$ cat src/rtl/y86_alu_pkg.sv
// Shared definitions for the sequential Y86 ALU: function codes and FSM states.
package y86_alu_pkg;

   localparam logic [3:0] ALU_ADD = 4'h0;
   localparam logic [3:0] ALU_SUB = 4'h1;
   localparam logic [3:0] ALU_AND = 4'h2;
   localparam logic [3:0] ALU_XOR = 4'h3;

   typedef enum logic [1:0] {
      IDLE = 2'd0,
      RUN  = 2'd1,
      DONE = 2'd2
   } state_t;

   function automatic logic fun_is_sub(input logic [3:0] fun);
      return fun == ALU_SUB;
   endfunction

endpackage

$ cat src/rtl/alu_slice.sv
// Combinational SLICE_W-bit ALU slice; SUB is b + ~a + cin with cin=1 on the LSB slice.
module alu_slice
   import y86_alu_pkg::*;
#(
   parameter int SLICE_W = 16
) (
   input  logic [3:0]         fun,
   input  logic [SLICE_W-1:0] a_s,
   input  logic [SLICE_W-1:0] b_s,
   input  logic               cin,
   output logic [SLICE_W-1:0] r_s,
   output logic               cout
);

   logic [SLICE_W:0] sum;

   // NOTE: every output gets a default before the case so no path infers a latch.
   always_comb begin
      sum  = '0;
      r_s  = '0;
      cout = 1'b0;
      case (fun)
         ALU_ADD: begin
            sum  = {1'b0, b_s} + {1'b0, a_s} + {{SLICE_W{1'b0}}, cin};
            r_s  = sum[SLICE_W-1:0];
            cout = sum[SLICE_W];
         end
         ALU_SUB: begin
            sum  = {1'b0, b_s} + {1'b0, ~a_s} + {{SLICE_W{1'b0}}, cin};
            r_s  = sum[SLICE_W-1:0];
            cout = sum[SLICE_W];
         end
         ALU_AND: r_s = a_s & b_s;
         ALU_XOR: r_s = a_s ^ b_s;
         default: ;  // illegal codes produce zero
      endcase
   end

endmodule

$ cat src/rtl/alu_seq_responder.sv
// Handshake-wrapped multi-cycle Y86 ALU: computes LSB-first, one SLICE_W slice per cycle.
module alu_seq_responder
   import y86_alu_pkg::*;
#(
   parameter int WIDTH   = 64,
   parameter int SLICE_W = 16
) (
   input  logic             clk,
   input  logic             rst,
   input  logic             in_valid,
   output logic             in_ready,
   input  logic [3:0]       alu_fun,
   input  logic [WIDTH-1:0] a,
   input  logic [WIDTH-1:0] b,
   output logic             out_valid,
   input  logic             out_ready,
   output logic [WIDTH-1:0] result,
   output logic             zf,
   output logic             sf,
   output logic             of
);

   // SLICE_W must divide WIDTH exactly.
   localparam int NSLICE = WIDTH / SLICE_W;
   localparam int KW     = (NSLICE > 1) ? $clog2(NSLICE) : 1;
   localparam logic [KW-1:0] K_LAST = KW'(NSLICE - 1);

   state_t state, state_nxt;

   logic [WIDTH-1:0] a_r, b_r, acc, acc_nxt;
   logic [3:0]       fun_r;
   logic [KW-1:0]    k;
   logic             carry;

   logic [SLICE_W-1:0] a_s, b_s, r_s;
   logic               cout;
   logic               accept, last, release_out;
   logic               of_nxt;

   assign accept      = in_valid & in_ready;
   assign release_out = out_valid & out_ready;
   assign last        = (k == K_LAST);

   // ---------------- FSM ----------------
   // NOTE: state registers use non-blocking assignments; combinational blocks use blocking.
   always_ff @(posedge clk or posedge rst) begin
      if (rst) state <= IDLE;
      else     state <= state_nxt;
   end

   always_comb begin
      state_nxt = state;
      in_ready  = 1'b0;
      out_valid = 1'b0;
      case (state)
         IDLE: begin
            in_ready = ~rst;
            if (accept) state_nxt = RUN;
         end
         RUN: begin
            if (last) state_nxt = DONE;
         end
         DONE: begin
            out_valid = 1'b1;
            if (out_ready) state_nxt = IDLE;
         end
         default: state_nxt = IDLE;
      endcase
   end

   // ---------------- slice datapath ----------------
   assign a_s = a_r[k*SLICE_W +: SLICE_W];
   assign b_s = b_r[k*SLICE_W +: SLICE_W];

   alu_slice #(.SLICE_W(SLICE_W)) u_slice (
      .fun  (fun_r),
      .a_s  (a_s),
      .b_s  (b_s),
      .cin  (carry),
      .r_s  (r_s),
      .cout (cout)
   );

   // Full value as it will look once the current slice lands; flags are taken from it.
   always_comb begin
      acc_nxt = acc;
      acc_nxt[k*SLICE_W +: SLICE_W] = r_s;
   end

   always_comb begin
      of_nxt = 1'b0;
      case (fun_r)
         ALU_ADD: of_nxt = (a_r[WIDTH-1] == b_r[WIDTH-1]) & (acc_nxt[WIDTH-1] != b_r[WIDTH-1]);
         ALU_SUB: of_nxt = (a_r[WIDTH-1] != b_r[WIDTH-1]) & (acc_nxt[WIDTH-1] != b_r[WIDTH-1]);
         default: of_nxt = 1'b0;
      endcase
   end

   // Partial slices accumulate in acc; result only changes when the last slice lands.
   always_ff @(posedge clk or posedge rst) begin
      if (rst) begin
         a_r    <= '0;
         b_r    <= '0;
         fun_r  <= ALU_ADD;
         acc    <= '0;
         k      <= '0;
         carry  <= 1'b0;
         result <= '0;
         zf     <= 1'b0;
         sf     <= 1'b0;
         of     <= 1'b0;
      end else begin
         case (state)
            IDLE: begin
               if (accept) begin
                  a_r   <= a;
                  b_r   <= b;
                  fun_r <= alu_fun;
                  acc   <= '0;
                  k     <= '0;
                  carry <= fun_is_sub(alu_fun);
               end
            end
            RUN: begin
               acc   <= acc_nxt;
               carry <= cout;
               if (last) begin
                  // Top-slice carry is dropped: arithmetic wraps modulo 2^WIDTH.
                  k      <= '0;
                  carry  <= 1'b0;
                  result <= acc_nxt;
                  zf     <= (acc_nxt == '0);
                  sf     <= acc_nxt[WIDTH-1];
                  of     <= of_nxt;
               end else begin
                  k <= k + 1'b1;
               end
            end
            default: ;
         endcase
      end
   end

   logic unused_release;
   assign unused_release = release_out;

endmodule
$ cat config.mk
export PLATFORM = sky130hd
export DESIGN_NAME = alu_seq_responder
export DESIGN_NICKNAME = d
export VERILOG_FILES = /design/src/rtl/y86_alu_pkg.sv /design/src/rtl/alu_slice.sv /design/src/rtl/alu_seq_responder.sv
export SDC_FILE = /design/constraint.sdc
export NUM_CORES = 1
export LEC_CHECK = 0
export ABC_CLOCK_PERIOD_IN_PS = 15950
export BUFFER_PORTS_ARGS = -buffer_cell sky130_fd_sc_hd__buf_2
export CAP_MARGIN = 10
export CORE_UTILIZATION = 30
export CTS_CLUSTER_DIAMETER = 80
export CTS_CLUSTER_SIZE = 28
export DETAILED_ROUTE_END_ITERATION = 7
export SYNTH_ARGS = -nofsm -noshare
export SYNTH_HDL_FRONTEND = slang
export SYNTH_SLANG_ARGS = --single-unit
$ cat constraint.sdc
create_clock -name clk -period 15.95 [get_ports clk]
set_input_delay 2.3925 -clock clk [delete_from_list [all_inputs] [get_ports clk]]
set_output_delay 2.3925 -clock clk [all_outputs]
set_load 0.01 [all_outputs]
==> results by group, run 1 <==
Outcome
  • Outcome: finished, final reports clean

Drt
  • Final wirelength: 43,370 um
  • DRC errors left: 0
  • Via/cell ratio: 5.217
  • Vias: 11.79k
  • Routed Antenna Nets: 0
  • WL/cell: 19.20 um
  • Initial DRC count: 1,110
  • Initial DRT Pass Iterations: 5

Hold path
  • Worst Hold Depth: 2
  • Worst hold endpoint: result[23]
  • HP Class: reg2reg
  • Hold wc startpoint: result[23]

Placement
  • Dpl ws: 10.42 ns
  • Final Wtd Congestion: 0.8745
  • # port buffers: 204
  • Hpwl dp: 31,140 um

Worst setup path
  • Crit path DAT: 3.13 ns
  • Crit path max fanout: 3
  • Reg-to-reg critical path endpoint: zf
  • Kind of critical path: in2out
  • Worst r2r src: k[0]
  • Register-to-Register Path Depth: 14
  • CP required: 13.56 ns
  • R2r setup slk: 10.70 ns
  • Worst setup EP type: output port
  • CP startpoint kind: input pin

Power and ir drop
  • Clock share of power: 12.7%
  • Cell area power density: 266.7 nW/um2
  • P_leak: 7.807 nW
  • Int Pwr: 2.122 mW
  • Worst VDD drop: 0.1052 mV
  • Sequential share of power: 26.6%
  • Gate power share: 60.7%
  • Switching share of total power: 50.62%
  • Total power: 4.297 mW
  • Switching Power: 2.175 mW

CTS
  • Worst-skew pair later-pin latency: 0.54 ns
  • H-tree Lvls: 1
  • CTS Buffer Depth: 3
  • Setup repair bufs after CTS: 0
  • Root Buffer: clkbuf_16
  • Cts hold-fix bufs: 0
  • Post-CTS resize count: 0
  • Reg clk slew, reported paths: 0.09 ns
  • CTS buffer count: 19
  • CTS tree: yes
  • Clock sinks: 267

STA
  • Slew HR: 18.14%
  • Clock Skew: 0.03095 ns
  • Final worst slack: 10.43 ns
  • Max Freq: 0.1810 GHz
  • Setup Total Neg Slack: 0 ns
  • RSZ-0062 raised after global routing: false
  • Slew Limit Fails: 0
  • Fin. Hold Viols: 0
  • Final setup violation count: 0
  • Min cycle time layout: 5.525 ns
  • Hold WS: 0.4785 ns
  • Part of the cycle the worst path needs: 34.64%
  • Worst slew pin tran: 1.228 ns

Yosys
  • Post-Syn Area: 13,870 um2
  • Post-synth top flop: dfrtp_1
  • Seq cells post-synth: 267
  • Syn avg cell area: 9.225 um2
  • Number of enable flip-flop cells after synthesis: 0
  • Synth area leaders: dfrtp_1, nand2_1, mux4_2
  • Top cell type's share of synthesized area: 48.16%
  • Syn nets: 1,682
  • Warnings from Yosys: 0
  • Cell variety after synth: 86
  • Dominant cell type by area after synthesis: dfrtp_1
  • Post-synthesis instance total: 1,504
  • Post-synth ARST share: 100.0%
  • Sequential share of the synthesized area: 48.16%

Cells and area
  • P&R area growth vs syn: 16.13%
  • Share of cells above drive strength 1: 19.24%
  • Most frequent cells in the layout: nand2_1, dfrtp_1, buf_2, nor2_1, o21ai_0
  • Most common cell after layout, fill and taps aside: nand2_1
  • Final #Nets: 1,824

Floorplan
  • Row count: 78
  • Die Ht: 217.1 um
  • Num ports: 205
  • Starting density of the core: 30.51%
  • Die width: 217.1 um
  • Die area: 47,110 um2
  • Core area: 45,480 um2

Global routing
  • Antenna violations before repair: 3
  • First-pass GRT wire length: 67,440 um
  • GR Overflow Total: 0
  • Largest net degree at the start of global routing: 137
  • Total GRT Usage: 18.28%
  • Vias in the first global route: 11.55k

Flow run
  • Max Cap Violations: 0
logic make-up after synthesis:
family | share of synthesized area (%)
compound gates | 16.40
fa+ha+maj | 4.004
mux | 5.943
xor+xnor | 0.7575
buf+inv | 4.139
simple gates | 20.60
flops | 48.16
cell type report:
cell class | count | area [um2]
Fill cell | 4723 | 29370
Sequential cell | 267 | 6684
Multi-Input combinational cell | 1092 | 6643
Clock buffer | 20 | 479.2
Clock inverter | 13 | 236.5
Timing Repair Buffer | 219 | 1134
Inverter | 47 | 183.9
Tap cell | 600 | 750.7
Antenna cell | 1 | 2.502
power groups by stage:
| stage | Sequential (mW) | Clock [mW] | Combinational (mW) |
|---|---|---|---|
| final | 1.14 | 0.547 | 2.61 |
| after global routing | 1.18 | 0.587 | 2.83 |
| after CTS | 1.14 | 0.562 | 2.58 |
| after detailed placement | 1.16 | 0 | 2.57 |
| after global placement | 1.15 | 0 | 2.54 |
| after floorplan | 1.11 | 0 | 1.80 |
worst max path at each step:
stage	slack, ns	endpoint	startpoint
3_3_place_gp	10.42	in_ready	rst
4_1_cts	10.42	in_ready	rst
3_5_place_dp	10.42	in_ready	rst
6_report	10.43	in_ready	rst
5_1_grt	10.34	in_ready	rst
2_1_floorplan	6.20	a_r[0]	rst
stage by stage:
step	instances	instance area [um2]	utilization (%)
global placement	2224	15390	33.83
CTS	2257	16100	35.41
detailed placement	2224	15390	33.83
finish	2259	16110	35.43
global route	2258	16110	35.42
floorplan	1504	13870	-
worst max-delay path: stages:
cell,delay (ns)
buf_2,0.13
nor3_1,0.38
buf_2,0.22
cells in the mapped netlist (all sizes together), types with 5 or more instances:
library cell	instances
dfrtp	267
a221oi	41
mux2i	7
nand3	20
mux4	32
a31oi	8
nor2b	7
o22ai	7
a211oi	11
nand2b	8
nor3	13
and2	5
inv	45
nor4	17
o31ai	9
a22oi	18
buf	18
nand2	463
and3	6
clkbuf	80
a21oi	43
o21ai	60
xnor2	10
or3	5
ha	38
a22o	54
nor2	127
per-layer routing:
layer	track usage [%]	vias to the layer above	routed length (um)
met1	25.46	5771	19560
met3	2.879	79	2455
met4	6.315	4	1500
met2	28.79	416	19830
met5	0	-	23
li1	-	5515	-
registers in the layout, indices dropped and copies added, names as in the netlist:
signal  flops
a_r        64
zf          1
of          1
acc        64
fun_r       4
b_r        64
state       2
result     64
carry       1
k           2
Power figures use the tool's default switching activity.
==> run 2, diff against run 1 <==
- ABC_CLOCK_PERIOD_IN_PS: 15950 -> 4600
- clock period: 15.95 -> 4.6 ns (I/O delays scaled with it)
==> run 2 against run 1 <==
Via count increased by 0.72%. Critical path depth grew 10. First-iteration DRC count down 15%. Non-clock buffer count is 49 higher. Hold slack worse by 0.12 ns. Clock-buffer cell count decreased by 4. Critical endpoint is now of.
==> results by group, run 2 (same netlist as run 1, synthesis figures left out) <==
Worst setup path
  • Slowest CP cell: mux4_2
  • Register-to-Register Path Depth: 13 (-1)
  • CP startpoint kind: flip-flop
  • Reg-to-reg critical path endpoint: of
  • Kind of critical path: reg2reg
  • CP Buf/Inv Count: 1 (-1)
  • Crit path DAT: 4.69 ns (+1.56 ns)
  • R2r setup slk: 0.28 ns (-10.42 ns)
  • Critical path depth in cells: 13 (+10)
  • Crit path max fanout: 10 (+7)
  • Worst r2r src: k[0]
  • Worst setup EP type: flip-flop
  • CP required: 4.97 ns (-8.59 ns)
  • CP cell instances: buf_6 > mux4_2 > ha_1 > and2b_4 > nor3_1 > a21oi_2 > o41ai_2 > mux2_1 > a211oi_2 > o21ai_1 > a32oi_1 > mux2i_1 > o31ai_1
  • Top delay family on crit path: compound AO/OA/AOI/OAI gates
  • Crit path largest cell delay: 0.56 ns (+0.18 ns)
  • Crit path capture: of
  • Critical Path Source: k[0]

STA
  • Max Freq: 0.2315 GHz
  • Slew HR: 20.19% (+2.1 points)
  • Worst slew pin tran: 1.189 ns (-0.03878 ns)
  • Slew Limit Fails: 0 (unchanged)
  • Part of the cycle the worst path needs: 93.89%
  • Clock Skew: 0.01372 ns (-0.01723 ns)
  • Min cycle time layout: 4.319 ns
  • Fin. Hold Viols: 0 (unchanged)
  • Final setup violation count: 0 (unchanged)

Cells and area
  • Design area: 16,360 um2 (+1.5%)
  • Share of cells above drive strength 1: 21.20% (+2.0 points)
  • Most frequent cells in the layout: nand2_1, dfrtp_1, buf_2, nor2_1, buf_4
  • Final #Nets: 1,869 (+2.5%)
  • P&R area growth vs syn: 17.89%
  • Non-Filler Instances: 2,299 (+1.8%)
  • Most common cell after layout, fill and taps aside: nand2_1
  • Final core occ: 35.97% (+0.54 points)

CTS
  • Cts hold-fix bufs: 0 (unchanged)
  • Clock sinks: 267 (unchanged)
  • H-tree Lvls: 1 (unchanged)
  • CTS Buffer Depth: 3 (unchanged)
  • CTS buffer count: 15 (-4)
  • CTS tree: yes
  • Worst-skew pair later-pin latency: 0.51 ns (-0.03 ns)
  • Reg clk slew, reported paths: 0.11 ns (+0.02 ns)
  • Root Buffer: clkbuf_16

Outcome
  • Outcome: finished, final reports clean

Drt
  • Routed Antenna Nets: 0 (unchanged)
  • Final wirelength: 44,000 um (+1.5%)
  • DRC errors left: 0 (unchanged)
  • Initial DRT Pass Iterations: 5 (unchanged)
  • Vias: 11.87k (+0.72%)
  • WL/cell: 19.14 um (-0.31%)
  • Via/cell ratio: 5.163 (-1.0%)
  • Initial DRC count: 947 (-15%)

Placement
  • Hpwl dp: 32,960 um (+5.9%)
  • # port buffers: 204 (unchanged)
  • Placed cell count: 2,274 (+2.2%)
  • Final Wtd Congestion: 0.8888 (+1.6%)
  • Placement Cell Area: 15,820 um2 (+2.8%)

Floorplan
  • Row count: 78 (unchanged)
  • Die Ht: 217.1 um (unchanged)
  • Die width: 217.1 um (unchanged)
  • Num ports: 205 (unchanged)
  • Starting density of the core: 30.51% (unchanged)
  • Die area: 47,110 um2 (unchanged)
  • Core area: 45,480 um2 (unchanged)

Hold path
  • HP Class: in2reg

Global routing
  • Largest net degree at the start of global routing: 113 (-18%)
  • First-pass GRT wire length: 69,060 um (+2.4%)
  • Vias in the first global route: 11.68k (+1.1%)
  • Antenna violations before repair: 1 (-2)
  • Total GRT Usage: 18.63% (+0.35 points)
  • GR Overflow Total: 0 (unchanged)

Flow run
  • Max Cap Violations: 0 (unchanged)
## run 2: what timing repair did
action	CTS	global route
setup endpoints to repair	0	1
gates resized for setup	0	3
buffers inserted	0	0
## run 2: final cells by class
type	instances	area, um2
Timing Repair Buffer	268	1572
Inverter	47	180.2
Antenna cell	1	2.502
Tap cell	600	750.7
Sequential cell	267	6683
Multi-Input combinational cell	1092	6648
Fill cell	4754	29120
Clock inverter	8	132.6
Clock buffer	16	389.1
## run 2: how the worst min path moves through the flow
stage / startpoint / slack (ns) / to / cells after the start
2_1_floorplan: a_r[32] / 0.44 / a_r[32] / 2
3_5_place_dp: b_r[54] / 0.46 / b_r[54] / 2
3_3_place_gp: a_r[15] / 0.45 / a_r[15] / 2
5_1_grt: a[54] / 0.35 / a_r[54] / 3
4_1_cts: out_ready / 0.34 / state[1] / 2
6_report: out_ready / 0.36 / state[1] / 2
## run 2: metal layers
| layer | part of all wire (%) | global-route usage [%] |
|---|---|---|
| met1 | 47 | 26.41 |
| met2 | 47 | 30.23 |
| met3 | 4.4 | 2.250 |
| met4 | 2.1 | 4.413 |
| met5 | 0 | 0 |
## run 2: metrics by stage
step                hold WS (ns)  setup TNS (ns)  worst slack (ns)
floorplan                 0.4403               0           0.02344
global placement          0.4535               0            0.3012
detailed placement        0.4577               0            0.2560
CTS                       0.3380               0            0.2337
global route              0.3517       -0.001468         -0.001468
finish                    0.3571               0            0.2810
Power of run 2 is not shown: default switching activity piles up to over one toggle a cycle in this logic, so the estimate is an artifact.
==> run 3, diff against run 2 <==
- ABC_CLOCK_PERIOD_IN_PS: 4600 -> 5000
- BUFFER_PORTS_ARGS: -buffer_cell sky130_fd_sc_hd__buf_2 -> -buffer_cell sky130_fd_sc_hd__buf_4
- clock period: 4.6 -> 5 ns (I/O delays scaled with it)
==> run 3 against run 2 <==
Sequential cell count is the same. Non-clock buffer count fell by 21. Maximum frequency decreased by 4.6%. Largest cell class unchanged.
==> results by group, run 3 (same netlist as run 1, synthesis figures left out) <==
Power and ir drop
  • P_leak: 8.006 nW
  • Cell area power density: 844.6 nW/um2
  • Worst VDD drop: 0.2934 mV

Worst setup path
  • Top delay family on crit path: compound AO/OA/AOI/OAI gates
  • CP required: 5.45 ns (+0.48 ns)
  • Crit path max fanout: 31 (+21)
  • CP startpoint kind: flip-flop
  • Register-to-Register Path Depth: 13 (unchanged)
  • Crit path largest cell delay: 0.65 ns (+0.09 ns)
  • Critical path depth in cells: 13 (unchanged)
  • Kind of critical path: reg2reg
  • Worst setup EP type: flip-flop
  • Slowest CP cell: mux4_2
  • CP Buf/Inv Count: 1 (unchanged)
  • Crit path DAT: 4.98 ns (+0.29 ns)
  • CP cell instances: buf_12 > mux4_2 > ha_1 > or4_1 > nand4b_1 > a21oi_1 > nor4_1 > a211o_1 > a22oi_1 > a2bb2oi_1 > nand2_1 > nor4_2 > a32o_2

Global routing
  • Total GRT Usage: 18.90% (+0.26 points)
  • First-pass GRT wire length: 69,720 um (+0.95%)
  • Vias in the first global route: 11.85k (+1.4%)
  • GR Overflow Total: 0 (unchanged)
  • Antenna violations before repair: 0 (-1)
  • Largest net degree at the start of global routing: 135 (+19%)

Hold path
  • HP Class: in2reg
  • Worst Hold Depth: 3 (+1)

CTS
  • CTS tree: yes
  • Worst-skew pair later-pin latency: 0.52 ns (about the same)
  • Post-CTS resize count: 0 (unchanged)
  • CTS Buffer Depth: 3 (unchanged)
  • Reg clk slew, reported paths: 0.10 ns (about the same)
  • CTS buffer count: 15 (unchanged)
  • Setup repair bufs after CTS: 0 (unchanged)
  • Clock sinks: 267 (unchanged)
  • Cts hold-fix bufs: 0 (unchanged)
  • H-tree Lvls: 1 (unchanged)
  • Root Buffer: clkbuf_16

Placement
  • Hpwl dp: 32,830 um (-0.39%)
  • Final Wtd Congestion: 0.8836 (-0.59%)
  • # port buffers: 204 (unchanged)

Floorplan
  • Core area: 45,480 um2 (unchanged)
  • Die area: 47,110 um2 (unchanged)
  • Starting density of the core: 30.51% (unchanged)
  • Row count: 78 (unchanged)
  • Num ports: 205 (unchanged)
  • Die width: 217.1 um (unchanged)
  • Die Ht: 217.1 um (unchanged)

STA
  • Min cycle time layout: 4.528 ns (+0.2088 ns)
  • Part of the cycle the worst path needs: 90.56% (-3.3 points)
  • Slew HR: 18.49% (-1.7 points)
  • Setup Total Neg Slack: 0 ns (unchanged)
  • Max Freq: 0.2209 GHz (-4.6%)
  • Slew Limit Fails: 0 (unchanged)
  • Worst slew pin tran: 1.214 ns (+0.02531 ns)
  • Clock Skew: 0.03615 ns (+0.02243 ns)
  • Fin. Hold Viols: 0 (unchanged)
  • RSZ-0062 raised after global routing: false
  • Final setup violation count: 0 (unchanged)

Cells and area
  • Final #Nets: 1,848 (-1.1%)
  • Most frequent cells in the layout: nand2_1, dfrtp_1, buf_4, nor2_1, o21ai_0
  • P&R area growth vs syn: 19.99%
  • Most common cell after layout, fill and taps aside: nand2_1
  • Share of cells above drive strength 1: 20.20% (-1.0 points)
  • ANT cells: 0 (-1)
  • Final core occ: 36.61% (+0.64 points)

Drt
  • Initial DRC count: 1,151 (+22%)
  • WL/cell: 19.51 um (+2.0%)
  • Final wirelength: 44,450 um (+1.0%)
  • Routed Antenna Nets: 0 (unchanged)
  • DRC errors left: 0 (unchanged)
  • Vias: 11.89k (+0.20%)
  • Initial DRT Pass Iterations: 8 (+3)
  • Via/cell ratio: 5.221 (+1.1%)

Outcome
  • Outcome: finished, final reports clean

Flow run
  • Max Cap Violations: 0 (unchanged)
==> run 3: tightest hold or removal path, delay by kind of cell <==
family	cells	cell delay, ns
simple gates	2	0.08
buf+inv	1	0.08
==> run 3: power by group <==
part / total, mW / switching, mW / internal (mW)
clock: 1.39 / 0.777 / 0.613
combinational: 9.07 / 5.62 / 3.44
sequential: 3.60 / 0.581 / 3.02
==> run 3: routing by layer <==
metal,vias to the layer above,global-route usage [%],routed length (um)
met3,66,2.194,2220
met2,406,30.98,21080
li1,5553,-,-
met5,-,0,0
met4,0,5.704,1432
met1,5869,26.12,19710
==> run 3: final timing paths <==
check | to | slack, ns | start
setup / recovery | zf | 0.47 | k[0]
hold / removal | b_r[60] | 0.43 | b[60]
setup reg to reg | zf | 0.47 | k[0]
hold reg to reg | a_r[29] | 0.48 | a_r[29]
max in group asynchronous | a_r[12] | 3.96 | rst
min in group asynchronous | state[1] | 0.44 | rst
==> run 3: final cells by class <==
cell class / count / area (um2)
clock buffers: 17 / 402.9
inverters: 47 / 180.2
clock inverters: 8 / 85.08
flip-flops and latches: 267 / 6683
fillers: 4690 / 28830
multi-input cells: 1092 / 6643
well taps: 600 / 750.7
repair buffers: 247 / 1904
==> run 3: metrics by stage <==
step	hold slack (ns)	area [um2]	setup slack, ns	cells	power, mW
6_report	0.4294	16650	0.4722	2278	14.06
5_1_grt	0.4209	16650	0.2391	2278	15.12
4_1_cts	0.4112	16650	0.4972	2278	14.08
3_5_place_dp	0.4584	16160	0.5200	2253	12.68
3_3_place_gp	0.4536	16160	0.5234	2253	12.60
2_1_floorplan	0.4403	13880	0.4234	1504	9.294
